<file path="config.mk">
export PLATFORM = sky130hd
export DESIGN_NAME = impix_avs_pixelizer_flat
export DESIGN_NICKNAME = d
export VERILOG_FILES = /design/src/rtl/impix_avs_pixelizer_if.sv /design/src/rtl/impix_avs_pixelizer.sv /design/src/flat_wrapper.sv
export SDC_FILE = /design/constraint.sdc
export NUM_CORES = 1
export LEC_CHECK = 0
export BUFFER_PORTS_ARGS = -buffer_cell sky130_fd_sc_hd__buf_2
export CORE_MARGIN = 5
export CORE_UTILIZATION = 40
export CTS_CLUSTER_DIAMETER = 120
export DETAILED_ROUTE_END_ITERATION = 12
export GPL_TIMING_DRIVEN = 0
export PLACE_DENSITY_LB_ADDON = 0.2
export SETUP_SLACK_MARGIN = 0.15
export SKIP_CTS_REPAIR_TIMING = 1
export SLEW_MARGIN = 20
export SYNTH_ARGS = -nofsm -noshare
export SYNTH_HDL_FRONTEND = slang
export SYNTH_SLANG_ARGS = --single-unit
export TNS_END_PERCENT = 50
</file>
<file path="constraint.sdc">
create_clock -name clk_clk -period 3.5 [get_ports clk_clk]
set_clock_uncertainty 0.15 [all_clocks]
set_input_delay 0.35 -clock clk_clk [delete_from_list [all_inputs] [get_ports clk_clk]]
set_output_delay 0.35 -clock clk_clk [all_outputs]
set_load 0.005 [all_outputs]
</file>
<file path="src/rtl/impix_avs_pixelizer_if.sv">
// Avalon-MM bus between the HPS lightweight bridge (master) and the
// pixelizer register block (slave).
//
// Handshake: a command is accepted on a rising edge where avs_read or
// avs_write is high and avs_waitrequest is low. While avs_waitrequest is
// high the master holds address, strobes and writedata unchanged. A read
// accepted in cycle t returns avs_readdata together with a one-cycle
// avs_readdatavalid pulse in cycle t+1. avs_readdata means nothing
// outside that pulse.
interface impix_avs_pixelizer_if;
    logic [2:0]  avs_address;
    logic        avs_read;
    logic        avs_write;
    logic [31:0] avs_writedata;
    logic [31:0] avs_readdata;
    logic        avs_readdatavalid;
    logic        avs_waitrequest;

    modport master (
        output avs_address, avs_read, avs_write, avs_writedata,
        input  avs_readdata, avs_readdatavalid, avs_waitrequest
    );

    modport slave (
        input  avs_address, avs_read, avs_write, avs_writedata,
        output avs_readdata, avs_readdatavalid, avs_waitrequest
    );
endinterface

</file>
<file path="src/rtl/impix_avs_pixelizer.sv">
// Tile pixelizer: accumulates the N pixels of one square tile, which
// arrive four per PIXEL write, and produces the rounded average.
// Register map: 0 CTRL, 1 STATUS, 2 PIXEL, 3 RESULT, 4 COUNT, 5 SUM.
module impix_avs_pixelizer #(
    parameter int PIX_W    = 8,
    parameter int LOG2_BLK = 2
) (
    input  logic                        clk_clk,
    input  logic                        reset_reset_n,
    impix_avs_pixelizer_if.slave        avs,
    output logic [3:0]                  indicators,
    output logic                        irq,
    output logic [1:0]                  dbg_state_o
);
    localparam int SHIFT = 2 * LOG2_BLK;
    localparam int SUM_W = PIX_W + SHIFT;
    localparam int CNT_W = SHIFT + 1;
    localparam logic [CNT_W-1:0] N_PIX = CNT_W'(1 << SHIFT);
    localparam logic [SUM_W:0]   HALF  = (SUM_W + 1)'(1 << (SHIFT - 1));

    typedef enum logic [1:0] {S_IDLE, S_ACCUM, S_FINAL, S_DONE} state_t;

    state_t             state_q, state_d;
    logic [SUM_W-1:0]   sum_q, sum_d;
    logic [CNT_W-1:0]   cnt_q, cnt_d;
    logic [PIX_W-1:0]   result_q, result_d;
    logic               irq_en_q, irq_en_d;
    logic               done_q, done_d;
    logic               ovf_q, ovf_d;
    logic [3:0]         ind_q, ind_d;
    logic [31:0]        rdata_q, rdata_d;
    logic               rdv_q, rdv_d;

    logic               wait_w, wr_acc, rd_acc, busy_d;
    logic [SUM_W-1:0]   pix_add;
    logic [SUM_W:0]     rounded;
    logic [31:0]        rd_mux;

    // FINAL lasts one cycle; stalling only then keeps RESULT reads fresh.
    assign wait_w = (state_q == S_FINAL) && (avs.avs_read || avs.avs_write);
    assign wr_acc = avs.avs_write && !wait_w;
    assign rd_acc = avs.avs_read && !wait_w;

    // Sum of the four zero-extended pixels in the current write word.
    always_comb begin
        pix_add = '0;
        for (int k = 0; k < 4; k++) begin
            pix_add = pix_add + SUM_W'(avs.avs_writedata[k*8 +: PIX_W]);
        end
    end

    // Read mux sees only registered values, so a simultaneous write is
    // observed by the next read, not this one.
    always_comb begin
        rd_mux = '0;
        case (avs.avs_address)
            3'd0:    rd_mux = {30'd0, irq_en_q, 1'b0};
            3'd1:    rd_mux = {29'd0, ovf_q, done_q, ind_q[0]};
            3'd3:    rd_mux = 32'(result_q);
            3'd4:    rd_mux = 32'(cnt_q);
            3'd5:    rd_mux = 32'(sum_q);
            default: rd_mux = '0;
        endcase
    end

    // Next-state logic for the FSM, datapath and status flags.
    always_comb begin
        state_d  = state_q;
        sum_d    = sum_q;
        cnt_d    = cnt_q;
        result_d = result_q;
        irq_en_d = irq_en_q;
        done_d   = done_q;
        ovf_d    = ovf_q;
        rounded  = {1'b0, sum_q} + HALF;

        if (state_q == S_FINAL) begin
            result_d = rounded[SHIFT +: PIX_W];
            done_d   = 1'b1;
            state_d  = S_DONE;
        end

        if (wr_acc) begin
            case (avs.avs_address)
                3'd0: begin
                    irq_en_d = avs.avs_writedata[1];
                    if (avs.avs_writedata[0]) begin
                        sum_d   = '0;
                        cnt_d   = '0;
                        done_d  = 1'b0;
                        ovf_d   = 1'b0;
                        state_d = S_ACCUM;
                    end
                end
                3'd1: begin
                    if (avs.avs_writedata[1]) done_d = 1'b0;
                    if (avs.avs_writedata[2]) ovf_d  = 1'b0;
                end
                3'd2: begin
                    if (state_q == S_ACCUM) begin
                        sum_d = sum_q + pix_add;
                        cnt_d = cnt_q + CNT_W'(4);
                        if (cnt_d == N_PIX) state_d = S_FINAL;
                    end else begin
                        ovf_d = 1'b1;
                    end
                end
                default: ;
            endcase
        end

        busy_d  = (state_d == S_ACCUM) || (state_d == S_FINAL);
        ind_d   = {done_d & irq_en_d, ovf_d, done_d, busy_d};
        rdv_d   = rd_acc;
        rdata_d = rd_acc ? rd_mux : 32'd0;
    end

    // State and registered outputs; reset drops everything including a read in flight.
    always_ff @(posedge clk_clk or negedge reset_reset_n) begin
        if (!reset_reset_n) begin
            state_q  <= S_IDLE;
            sum_q    <= '0;
            cnt_q    <= '0;
            result_q <= '0;
            irq_en_q <= 1'b0;
            done_q   <= 1'b0;
            ovf_q    <= 1'b0;
            ind_q    <= '0;
            rdata_q  <= '0;
            rdv_q    <= 1'b0;
        end else begin
            state_q  <= state_d;
            sum_q    <= sum_d;
            cnt_q    <= cnt_d;
            result_q <= result_d;
            irq_en_q <= irq_en_d;
            done_q   <= done_d;
            ovf_q    <= ovf_d;
            ind_q    <= ind_d;
            rdata_q  <= rdata_d;
            rdv_q    <= rdv_d;
        end
    end

    assign avs.avs_readdata      = rdata_q;
    assign avs.avs_readdatavalid = rdv_q;
    assign avs.avs_waitrequest   = wait_w;
    assign indicators            = ind_q;
    assign irq                   = ind_q[3];
    assign dbg_state_o           = state_q;
endmodule

</file>
<file path="src/flat_wrapper.sv">
// flat-port wrapper written by rule: the top's interface ports become plain ports
module impix_avs_pixelizer_flat 
#(
    parameter int PIX_W    = 8,
    parameter int LOG2_BLK = 2
)
  (clk_clk, reset_reset_n, indicators, irq, dbg_state_o, avs_avs_address, avs_avs_read, avs_avs_write, avs_avs_writedata, avs_avs_readdata, avs_avs_readdatavalid, avs_avs_waitrequest);
  impix_avs_pixelizer_if avs_i ();
  input  logic clk_clk;
  input  logic reset_reset_n;
  output logic [3:0] indicators;
  output logic irq;
  output logic [1:0] dbg_state_o;
  input wire logic [$bits(avs_i.avs_address)-1:0] avs_avs_address;
  input wire logic [$bits(avs_i.avs_read)-1:0] avs_avs_read;
  input wire logic [$bits(avs_i.avs_write)-1:0] avs_avs_write;
  input wire logic [$bits(avs_i.avs_writedata)-1:0] avs_avs_writedata;
  output wire logic [$bits(avs_i.avs_readdata)-1:0] avs_avs_readdata;
  output wire logic [$bits(avs_i.avs_readdatavalid)-1:0] avs_avs_readdatavalid;
  output wire logic [$bits(avs_i.avs_waitrequest)-1:0] avs_avs_waitrequest;
  assign avs_i.avs_address = avs_avs_address;
  assign avs_i.avs_read = avs_avs_read;
  assign avs_i.avs_write = avs_avs_write;
  assign avs_i.avs_writedata = avs_avs_writedata;
  assign avs_avs_readdata = avs_i.avs_readdata;
  assign avs_avs_readdatavalid = avs_i.avs_readdatavalid;
  assign avs_avs_waitrequest = avs_i.avs_waitrequest;
  impix_avs_pixelizer #(.PIX_W(PIX_W), .LOG2_BLK(LOG2_BLK)) u_core (.clk_clk(clk_clk), .reset_reset_n(reset_reset_n), .avs(avs_i), .indicators(indicators), .irq(irq), .dbg_state_o(dbg_state_o));
endmodule
</file>
* Word-level counts from Yosys, hierarchy flattened
Index checks and enable logic that the tools add are counted.
** Word-level totals
- Memories :: 0
- Bits in read-only memories :: 0
- Output and inout port bits :: 41
- Register bits after elaboration :: 67
- Word-level logic and storage cells :: 64
- RAM bits :: 0
- Bits in latches :: 0
- Input port bits :: 39
** Operators by class
- Shifts and indexed selects :: 0
- Add/subtract/negate cells :: 6
- $mul :: 0
- Divide/modulo/power cells :: 0
- Reduce and logical (&&, ||, !) cells :: 9
- Multiplexer cells :: 26
- Bitwise logic cells :: 1
- Equal/unequal tests :: 12
- Order comparisons :: 0
** Operator list (number)
- case mux 12 bit (5 select lines) :: 1
- two-way mux 12 bit :: 3
- adder 12 x 8 -> 12 bit :: 2
- case mux 12 bit (2 select lines) :: 1
- adder 12 bit :: 1
- adder 12 x 4 -> 12 bit, second input constant :: 1
- two-way mux 1 bit :: 10
- two-way mux 2 bit :: 5
- two-way mux 5 bit :: 2
- case mux 5 bit (2 select lines) :: 1
- adder 8 x 8 -> 9 bit :: 1
- equality test 3 x 2 -> 1 bit, second input constant :: 2
- equality test 3 bit, second input constant :: 2
- adder 5 x 3 -> 5 bit, second input constant :: 1
- equality test 5 bit, second input constant :: 1
- equality test 2 x 1 -> 1 bit, second input constant :: 2
- equality test 2 bit, second input constant :: 2
- case mux 2 bit (2 select lines) :: 1
- AND reduction 4 bit :: 1
- equality test 3 x 1 -> 1 bit, second input constant :: 1
- logical AND 1 bit :: 3
- logical NOT 3 bit :: 1
- case mux 1 bit (3 select lines) :: 1
- logical OR 1 bit :: 2
- other kinds (6) :: 6

* Logic depth before layout (Yosys ltp)
- Word-level depth :: 8
- Gate-level depth with buffers :: 19
- Depth with buffers taken out :: 18

* Worst setup path before layout
No wires, ideal clock.
- Kind :: input-to-reg
- From :: input port avs_avs_writedata[0]
- To :: register u_core.sum_q[11]
- Data required time :: 3224 ps
- Buffers on the path :: 0
- Library setup time :: 126 ps
- Path slack :: -788 ps
- Stages on the path :: 17
- Data arrival time :: 4012 ps
- Cell sequence :: ha_1 -> inv_1 -> fa_1 -> nor2b_1 -> o21ai_0 -> a21boi_0 -> o31a_1 -> a21oi_1 -> fa_1 -> inv_1 -> fa_1 -> inv_1 -> ha_1 -> and3_1 -> a221oi_1 -> a311oi_1 -> a221o_1
** Between the ends
- Cells in the longest elaborated chain, start to end :: 6
- Elaborated cells on any way between the ends :: 8
- Those cells by class :: 4 x add/sub; 1 x eq/ne; 2 x mux; 1 x reduce/logical
** RTL lines
- from (decl) :: RTL line flat_wrapper.sv:17 : input wire logic [$bits(avs_i.avs_writedata)-1:0] avs_avs_writedata;
- adder 8 x 8 -> 9 bit :: RTL line impix_avs_pixelizer.sv:48 : pix_add = pix_add + SUM_W'(avs.avs_writedata[k*8 +: PIX_W]);
- adder 12 x 8 -> 12 bit (2 in a row) :: RTL line impix_avs_pixelizer.sv:48
- adder 12 bit :: RTL line impix_avs_pixelizer.sv:101 : sum_d = sum_q + pix_add;
- two-way mux 12 bit :: RTL line impix_avs_pixelizer.sv:100 : if (state_q == S_ACCUM) begin
- case mux 12 bit (2 select lines) :: RTL line impix_avs_pixelizer.sv:84 : case (avs.avs_address)
- to (signal assigned) :: RTL line impix_avs_pixelizer.sv:133 : sum_q <= sum_d;
- to (decl) :: RTL line impix_avs_pixelizer.sv:24 : logic [SUM_W-1:0] sum_q, sum_d;
Several ways; a longest one is shown, not always the timed one. The select of a mux whose other input is x is not followed.
A chain may end at the register's enable or synchronous reset.

* Worst setup path after layout
- From :: input port avs_avs_writedata[0]
- To :: register u_core.sum_q[10]
The elaborated chain is that of the path after synthesis.

==> results.sh <==
export IMPL_status="finished with violations"
export IMPL_violations="setup timing"
export IMPL_clk_path_buf_depth=2
export IMPL_cts_buffers=5
export IMPL_ios=80
export IMPL_drt_total_wl_mm=7.47
export IMPL_layout_drive_gt1_share_pct=29.8
export IMPL_start_util_pct=41.2
export IMPL_postRouteAntennaNets=0
export IMPL_tns_ns=-1.33
export IMPL_criticalPathCategory="primary input to register"
export IMPL_required_ns=3.54
export IMPL_gp_congestion=0.819
export IMPL_io_buffer_count=58
export IMPL_fin_crit_sh_pct=110
export IMPL_critPathBufInv=4
export IMPL_worstSetupEndpointType="register"
export IMPL_die_area_um2=10400
export IMPL_grt_max_degree=44
export IMPL_maxCapViolCount=0
export IMPL_yosysUniqueCellTypes=55
export IMPL_hold_viol_final=0
export IMPL_synth_edf_count=0
export IMPL_grt_pass1_wl_mm=12.6
export IMPL_wl_met1_mm=3.39
export IMPL_cp_arrival_ns=3.88
export IMPL_crit_family="adder cells"
export IMPL_final_cell_mix="56 x buf_2, 43 x dfrtp_1, 42 x inv_1, 31 x buf_4, 27 x nand2_1"
export IMPL_num_vias=2786
export IMPL_worst_pin_slew_ns=0.931
export IMPL_synthFlopType="dfrtp_1"
export IMPL_dr_pass1_iters=4
export IMPL_timing_slew_headroom_pct=37.9
export IMPL_viasPerCell=4.94
export IMPL_grt_remaining_overflow=0
export IMPL_fmax_mhz=260
export IMPL_p_leak_nw=2.15
export IMPL_rows=33
export IMPL_finalSetupViolCount=5
export IMPL_path_clk_slew_ns=0.09
export IMPL_drtIter0Drc=94
export IMPL_avgRoutedWirePerCell_um=13.2
export IMPL_synth_seq_cells=43
export IMPL_hpwlAfterDp_mm=5.95
export IMPL_rsz0062_at_grt="yes"
export IMPL_final_cells=564
export IMPL_max_stage_delay_ns=0.51
export IMPL_track_usage_pct=14.9
export IMPL_clock_latency_ns=0.29
export IMPL_async_flop_share_pct=100
export IMPL_fin_nets=539
export IMPL_dr_max_layer_used="met4"
export IMPL_start_kind="primary input"
export IMPL_yosysSeqAreaShare_pct=31.8
export IMPL_drc=0
export IMPL_routed_wl_met3_um=406
export IMPL_cp_max_fo=6
export IMPL_clock_sinks=43
export IMPL_syn_area_per_cell_um2=9.22
export IMPL_yosys_warnings=0
export IMPL_final_min_clock_period_ns=3.84
export IMPL_cellPowerDensity_nw_per_um2=553
export IMPL_syn_area_um2=3380
export IMPL_synth_cells=367
export IMPL_route_met2_wl_mm=3.62
export IMPL_syn_to_final_growth_pct=24.6
export IMPL_diodes=0
export IMPL_cts_root_buf="clkbuf_8"
export IMPL_rrSetupSlack_ns=0.70
export IMPL_final_common_cell="buf_2"
export IMPL_fin_ws_ns=-0.340
export IMPL_cts_tree="built"
export IMPL_placed_cells=549
export IMPL_hp_class="primary input to asynchronous set/reset pin"
export IMPL_core_area_um2=8220
export IMPL_drv_slew=0
export IMPL_peakVddDrop_v=0.000270
export IMPL_crit_chain="buf_12, ha_4, inv_2, fa_2, nor2b_2, o21ai_2, a21boi_2, nor2_2, fa_1, inv_1, fa_1, inv_2, ha_4, a21o_1, a21oi_2, a21oi_2, or3_1, a32o_1"
export IMPL_first_global_vias=2743
export IMPL_fp_dieW_um=102
export IMPL_die_height_um=102
export IMPL_antenna_found_initial=0
export IMPL_htreeDepth=2
export IMPL_slowest_stage="fa_1"
## metrics by stage
stage / setup slack (ns) / total power [mW] / cell area, um2 / hold slack (ns) / util, %
6_report: -0.340 / 2.33 / 4220 / 0.0456 / 51.3
4_1_cts: -0.566 / 2.12 / 4060 / 0.0872 / 49.4
3_3_place_gp: -0.845 / 1.77 / 3960 / 0.318 / 48.2
2_1_floorplan: -0.363 / 1.55 / 3540 / -0.0956 / -
5_1_grt: -0.494 / 2.54 / 4220 / 0.127 / 51.3
3_5_place_dp: -0.876 / 1.80 / 3970 / 0.324 / 48.3
## routing by layer
metal | up-vias | GRT usage, %
met2 | 73 | 23.7
met5 | - | 0
met3 | 5 | 2.39
met4 | 0 | 3.13
met1 | 1324 | 21.6
li1 | 1384 | -
## logic make-up (layout without fill, tap and decap cells)
| kind of cell | count (synthesis) | count (layout) | share of synthesized area, % |
|---|---|---|---|
| XOR/XNOR | 18 | 18 | 4.66 |
| flip-flops | 43 | 43 | 31.8 |
| AND/OR/NAND/NOR | 93 | 93 | 13.7 |
| AO/OA/AOI/OAI | 82 | 82 | 16.0 |
| other | 1 | 20 | 0.111 |
| adder cells (fa/ha/maj) | 42 | 42 | 19.3 |
| buffers and inverters | 80 | 153 | 12.0 |
| multiplexers | 8 | 8 | 2.51 |
## path summary, 6_finish.rpt
check,depth (start not counted),to,start
worst max register to register,7,u_core.sum_q[11]$_DFFE_PN0P_,u_core.sum_q[1]$_DFFE_PN0P_
max in group asynchronous,1,u_core.indicators[1]$_DFF_PN0_,reset_reset_n
worst min-delay path,1,u_core.result_q[5]$_DFFE_PN0P_,reset_reset_n
worst min register to register,2,u_core.result_q[5]$_DFFE_PN0P_,u_core.result_q[5]$_DFFE_PN0P_
worst max-delay path,18,u_core.sum_q[10]$_DFFE_PN0P_,avs_avs_writedata[0]
min in group clk_clk,2,u_core.avs.avs_readdatavalid$_DFF_PN0_,avs_avs_read
## area by class of cell
| cell class | count | area (um2) |
|---|---|---|
| fillers | 771 | 4000 |
| well taps | 105 | 131 |
| multi-input cells | 263 | 2150 |
| repair buffers | 65 | 367 |
| flip-flops and latches | 43 | 1080 |
| inverters | 46 | 175 |
| clock buffers | 6 | 72.6 |
| clock inverters | 2 | 12.5 |
| plain buffers | 34 | 234 |
## synth_stat cells, drive strengths merged, types with 3 or more instances
| cell | n | area, um2 |
|---|---|---|
| a22oi | 3 | 22.5 |
| xnor2 | 11 | 96.3 |
| nand4 | 3 | 18.8 |
| nor3 | 4 | 20.0 |
| a22o | 5 | 43.8 |
| clkbuf | 8 | 30.0 |
| nand2b | 3 | 26.3 |
| xor2 | 7 | 61.3 |
| o21ai | 24 | 120 |
| mux2 | 4 | 45.0 |
| nand2 | 27 | 101 |
| nor2b | 5 | 31.3 |
| mux2i | 4 | 40.0 |
| fa | 17 | 340 |
| nand3 | 8 | 40.0 |
| and2 | 6 | 37.5 |
| ha | 25 | 313 |
| nor2 | 21 | 78.8 |
| o21a | 4 | 30.0 |
| dfrtp | 43 | 1080 |
| or3 | 4 | 25.0 |
| and3 | 6 | 37.5 |
| a21o | 7 | 52.6 |
| buf | 26 | 200 |
| a21oi | 16 | 80.1 |
| inv | 46 | 175 |
## worst reg2reg max path, cell delays in order, from the launching register on
cell	delay, ns
dfrtp_1	0.43
fa_1	0.49
ha_2	0.20
fa_2	0.40
a21o_1	0.24
a221oi_4	0.30
a311oi_2	0.17
a221o_1	0.31
## flip-flops by register name, indices dropped and copies added (netlist names)
register                      flops
u_core.avs.avs_readdata          12
u_core.sum_q                     12
u_core.result_q                   8
u_core.indicators                 4
u_core.cnt_q                      3
u_core.dbg_state_o                2
u_core.avs.avs_readdatavalid      1
u_core.irq_en_q                   1
## report_power, final
group	switching, mW	total (mW)	internal (mW)	leakage (nW)
sequential	0.0711	0.623	0.552	0.584
clock	0.170	0.310	0.140	0.0412
combinational	0.691	1.40	0.707	1.53
Note: power is estimated with default switching activity, not from simulation.
